[src/rtl/wsc_pkg.sv]
`default_nettype none
// ============================================================================
// Module   : wsc_pkg
// Brief    : Shared constants, FSM state encoding and window helpers for
//            window_spill_ctrl.
// Revision : 1.0 - initial release
// ============================================================================
package wsc_pkg;

    localparam int NUM_WIN      = 4;
    localparam int REGS_PER_WIN = 4;
    localparam int WIN_OVERLAP  = 2;
    localparam int SP_W         = 8;
    localparam logic [SP_W-1:0] SP_MAX = 8'd254;

    localparam int ERR_OVF = 0;
    localparam int ERR_UNF = 1;

    typedef enum logic [2:0] {
        IDLE   = 3'd0,
        SPILL0 = 3'd1,
        SPILL1 = 3'd2,
        FILL0  = 3'd3,
        FILL1  = 3'd4,
        FILL2  = 3'd5
    } wsc_state_e;

    // Window pointers wrap modulo NUM_WIN, which the 2-bit width gives for free.
    function automatic logic [1:0] win_back(input logic [1:0] w, input logic [1:0] k);
        return w - k;
    endfunction

endpackage
`default_nettype wire

[src/rtl/window_spill_ctrl.sv]
`default_nettype none
// ============================================================================
// Module   : window_spill_ctrl
// Brief    : Register-window save/restore controller that spills the oldest
//            window to a RAM stack and fills it back on underflow.
// Options  : WSC_STICKY_ERR_EN adds err_clr input and err_sticky output.
// Revision : 1.0 - initial release
// ============================================================================
module window_spill_ctrl
    import wsc_pkg::*;
(
    input  logic        clk,
    input  logic        rst,
`ifdef WSC_STICKY_ERR_EN
    input  logic        err_clr,
    output logic [1:0]  err_sticky,
`endif
    input  logic        save_req,
    input  logic        restore_req,
    output logic [1:0]  cwp,
    output logic        busy,
    output logic        done,
    output logic [1:0]  rf_rd_win,
    output logic [1:0]  rf_rd_idx,
    input  logic [15:0] rf_rd_data,
    output logic        rf_wr_en,
    output logic [1:0]  rf_wr_win,
    output logic [1:0]  rf_wr_idx,
    output logic [15:0] rf_wr_data,
    output logic [7:0]  mem_addr,
    output logic        mem_wr_en,
    output logic [15:0] mem_wr_data,
    output logic        mem_rd_en,
    input  logic [15:0] mem_rd_data,
    output logic [1:0]  err
);

    wsc_state_e      state_q;
    logic [1:0]      cwp_q;
    logic [1:0]      wcnt_q;
    logic [SP_W-1:0] sp_q;
    logic            done_q;
    logic [1:0]      err_q;
    logic [1:0]      err_d;

    always_comb begin
        err_d = 2'b00;
        if (state_q == IDLE) begin
            if (save_req) begin
                err_d[ERR_OVF] = (wcnt_q == 2'd3) && (sp_q == SP_MAX);
            end else if (restore_req) begin
                err_d[ERR_UNF] = (wcnt_q == 2'd1) && (sp_q == '0);
            end
        end
    end

    // Architectural state moves only when an operation completes.
    always_ff @(posedge clk) begin
        if (rst) begin
            state_q <= IDLE;
            cwp_q   <= 2'd0;
            wcnt_q  <= 2'd1;
            sp_q    <= '0;
            done_q  <= 1'b0;
            err_q   <= 2'b00;
        end else begin
            done_q <= 1'b0;
            err_q  <= err_d;
            case (state_q)
                IDLE: begin
                    if (save_req) begin
                        if (wcnt_q != 2'd3) begin
                            cwp_q  <= cwp_q + 2'd1;
                            wcnt_q <= wcnt_q + 2'd1;
                            done_q <= 1'b1;
                        end else if (sp_q != SP_MAX) begin
                            state_q <= SPILL0;
                        end
                    end else if (restore_req) begin
                        if (wcnt_q != 2'd1) begin
                            cwp_q  <= cwp_q - 2'd1;
                            wcnt_q <= wcnt_q - 2'd1;
                            done_q <= 1'b1;
                        end else if (sp_q != '0) begin
                            state_q <= FILL0;
                        end
                    end
                end
                SPILL0: state_q <= SPILL1;
                SPILL1: begin
                    state_q <= IDLE;
                    cwp_q   <= cwp_q + 2'd1;
                    sp_q    <= sp_q + SP_W'(2);
                    done_q  <= 1'b1;
                end
                FILL0: state_q <= FILL1;
                FILL1: state_q <= FILL2;
                FILL2: begin
                    state_q <= IDLE;
                    cwp_q   <= cwp_q - 2'd1;
                    sp_q    <= sp_q - SP_W'(2);
                    done_q  <= 1'b1;
                end
                default: state_q <= IDLE;
            endcase
        end
    end

    // Fill data arrives from the RAM one cycle after its address, so the
    // write into the window trails the read by one state.
    always_comb begin
        rf_rd_win   = 2'd0;
        rf_rd_idx   = 2'd0;
        rf_wr_en    = 1'b0;
        rf_wr_win   = 2'd0;
        rf_wr_idx   = 2'd0;
        rf_wr_data  = 16'd0;
        mem_addr    = 8'd0;
        mem_wr_en   = 1'b0;
        mem_wr_data = 16'd0;
        mem_rd_en   = 1'b0;
        case (state_q)
            SPILL0: begin
                rf_rd_win   = win_back(cwp_q, 2'd2);
                rf_rd_idx   = 2'd0;
                mem_addr    = sp_q;
                mem_wr_en   = 1'b1;
                mem_wr_data = rf_rd_data;
            end
            SPILL1: begin
                rf_rd_win   = win_back(cwp_q, 2'd2);
                rf_rd_idx   = 2'd1;
                mem_addr    = sp_q + SP_W'(1);
                mem_wr_en   = 1'b1;
                mem_wr_data = rf_rd_data;
            end
            FILL0: begin
                mem_addr  = sp_q - SP_W'(1);
                mem_rd_en = 1'b1;
            end
            FILL1: begin
                mem_addr   = sp_q - SP_W'(2);
                mem_rd_en  = 1'b1;
                rf_wr_en   = 1'b1;
                rf_wr_win  = win_back(cwp_q, 2'd1);
                rf_wr_idx  = 2'd1;
                rf_wr_data = mem_rd_data;
            end
            FILL2: begin
                rf_wr_en   = 1'b1;
                rf_wr_win  = win_back(cwp_q, 2'd1);
                rf_wr_idx  = 2'd0;
                rf_wr_data = mem_rd_data;
            end
            default: ;
        endcase
    end

`ifdef WSC_STICKY_ERR_EN
    logic [1:0] err_sticky_q;

    always_ff @(posedge clk) begin
        if (rst) begin
            err_sticky_q <= 2'b00;
        end else begin
            err_sticky_q <= (err_sticky_q & ~{2{err_clr}}) | err_d;
        end
    end

    assign err_sticky = err_sticky_q;
`endif

    assign cwp  = cwp_q;
    assign busy = (state_q != IDLE);
    assign done = done_q;
    assign err  = err_q;

endmodule
`default_nettype wire

[config.mk]
export PLATFORM = sky130hd
export DESIGN_NAME = window_spill_ctrl
export DESIGN_NICKNAME = d
export VERILOG_FILES = /design/src/rtl/wsc_pkg.sv /design/src/rtl/window_spill_ctrl.sv
export SDC_FILE = /design/constraint.sdc
export NUM_CORES = 1
export LEC_CHECK = 0
export BUFFER_PORTS_ARGS = -buffer_cell sky130_fd_sc_hd__buf_2
export CORE_MARGIN = 2
export CORE_UTILIZATION = 35
export DETAILED_ROUTE_END_ITERATION = 10
export PLACE_DENSITY_LB_ADDON = 0.05
export SKIP_CTS_REPAIR_TIMING = 1
export SLEW_MARGIN = 20
export SYNTH_ARGS = -nofsm -noshare
export SYNTH_HDL_FRONTEND = slang
export SYNTH_SLANG_ARGS = --single-unit
export TNS_END_PERCENT = 20
[constraint.sdc]
create_clock -name clk -period 1.6 [get_ports clk]
set_input_delay 0.08 -clock clk [delete_from_list [all_inputs] [get_ports clk]]
set_output_delay 0.08 -clock clk [all_outputs]
set_load 0.02 [all_outputs]
==> metrics.txt <==
run status complete, but fails checks; failing checks setup timing; most repeated cell in the gate-level netlist after synthesis and2_1; number of buffers on the longest clock path 2; initial core utilization 37.1%; area of the die 4490 sq um; critical-path maximum fanout 8; synthesized area per cell 7.43 sq um; First DRT Iteration DRCs 58; final worst-path cycle share 110%; clock skew after layout 0.00163 ns; post-synthesis register bit count 17; post-detailed-route via-to-cell ratio 4.77; clock network latency to the later pin of the worst-skew pair 0.26 ns; count of endpoints failing hold in the final timing report 0; floorplan row count 22; minimum setup slack in the final design -0.165 ns; max cap viols 0; clock tree root buffer cell clkbuf_8; Die Y 67.0 um; placeable core region 3740 sq um; post-layout minimum cycle time 1.76 ns; most used standard cells in the synthesized netlist and2_1, dfxtp_1, nor2_1; diode count 0; Yosys top cell by area dfxtp_1; synthesized instance count 187; vias after detailed routing 1617; number of different library cells in the post-synthesis netlist 48; Ports 93; global placer's final weighted congestion 0.826; final-report max-slew violation count 0; Worst IR Drop VDD 0.703 mV; number of levels the H-tree was split into 1; tightest hold margin 0.113 ns; number of fillers in the final layout 378; final setup violation count 7; setup repair after global routing missed its margin true; P&R area growth vs syn 57.9%; startpoint types flip-flop; Total Routed Length 4170 um; number of global-route vias before repair 1277; leakage component of the power 1.14 nW; startpoint-to-endpoint class of the critical path reg -> out; total area of multi-input combinational cells 1020 sq um; Tightest Hold Check Type in -> reg; data required time at the worst endpoint 1.52 ns; wire length of the first global-routing pass 5720 um; worst endpoint data arrival time 1.68 ns; number of CTS-inserted buffers 3; die width 67.0 um; YS warnings 0; DP HPWL 3160 um; TritonCTS clock tree yes; share of post-route cells with drive strength above 1 48.8%; flip-flop cell with the highest count after synthesis dfxtp_1; drt drc 0; layout net count 333; achievable clock frequency 567 MHz; type of destination of the critical path primary output; share of flip-flops with an asynchronous set or reset 0%; post-synthesis sequential area ratio 24.5%; maximum number of pins on one net before global-route repair 18; register cell area after layout 358 sq um; synthesized cell area 1390 sq um; grt ovf 0; Finished Core Util 58.6%; Pre-antenna DRT Iters 4; detailed-route wire length per cell 12.3 um; number of flops mapped to enable cells by yosys 0; clock-pin slew reported for the worst setup and hold paths after clock tree synthesis 0.07 ns; Tot GR Track Use 16.3%; dominant cells by area after synthesis dfxtp_1, and2_1, ha_1; Buffers on Ports 90; Sinks on Clock Net 17; fraction of synthesized cell area taken by the top area cell type 24.5%; post-route ant nets 0; number of antenna violations at the first check in global routing 0; power density over the cells 1390 nW/um^2
## worst paths after layout
path                            startpoint     endpoint  slack, ns  depth (start not counted)
worst max-delay path            state_q[1]  mem_addr[7]      -0.16                          5
worst min-delay path              save_req       err[0]       0.11                          3
worst max register to register   wcnt_q[0]    wcnt_q[1]       0.12                          6
worst min register to register   wcnt_q[1]    wcnt_q[1]       0.50                          2
## metrics by stage
step / area [sq um] / TNS (ns) / std cells / power, mW / worst slack [ns]
2_1_floorplan: 1400 / -0.0905 / 188 / 1.88 / -0.0557
3_3_place_gp: 1960 / 0 / 329 / 2.51 / 0.0750
3_5_place_dp: 1960 / 0 / 329 / 2.51 / 0.0590
4_1_cts: 2010 / -5.11 / 333 / 2.86 / -0.234
5_1_grt: 2190 / -1.41 / 339 / 3.29 / -0.228
6_report: 2190 / -0.402 / 339 / 3.05 / -0.165
## flip-flops by register name, indices dropped and copies added (netlist names)
signal and flops:
wcnt_q 2, cwp 2, err 2, sp_q 7, done 1, state_q 3
## cells in the final DEF (no fill, tap or decap), types with 5 or more instances in the layout
cell     count
nand3_1      5
xor2_1       6
a21oi_1      8
inv_1        6
and2_1      33
nand2_1     12
dfxtp_1     11
buf_4       27
o21ai_0      5
nor2_1      15
buf_2       80
## kinds of logic (layout without fill, tap and decap cells)
group | count (synthesis) | count (layout) | share of synthesized area [%]
XOR/XNOR | 9 | 9 | 5.68
adder cells (fa/ha/maj) | 5 | 5 | 4.50
AND/OR/NAND/NOR | 95 | 95 | 39.4
multiplexers | 2 | 2 | 1.44
other | 1 | 2 | 0.270
buffers and inverters | 24 | 127 | 8.47
flip-flops | 17 | 17 | 24.5
AO/OA/AOI/OAI | 34 | 34 | 15.8
## power breakdown
group	internal [mW]	total (mW)	switching, mW
clock	0.173	0.331	0.157
sequential	0.522	0.640	0.118
combinational	0.922	2.08	1.15
total	1.62	3.05	1.43
## per-layer routing
metal | up-vias | global-route usage, % | part of all wire (%)
met2 | 54 | 28.1 | 53
met5 | - | 0 | 0
met4 | 0 | 4.08 | 0.41
met3 | 4 | 3.38 | 6.2
met1 | 719 | 20.6 | 41
li1 | 840 | - | -
## layout make-up
type	instances	share of cell area (%)
timing repair buffer	111	29.5
timing repair inverter	2	0.570
clock inverter	1	0.228
clock buffer	3	1.88
tap	48	2.74
inverter	10	2.00
multi-input combinational	147	46.7
sequential	17	16.3
## worst max-delay path, cell delays in order, from the launching register on
cell and delay [ns]:
dfxtp_4 0.37, or2b_1 0.24, o22a_1 0.23, or3_1 0.35
o21ai_1 0.09, buf_4 0.16
Note: power is estimated with default switching activity, not from simulation.
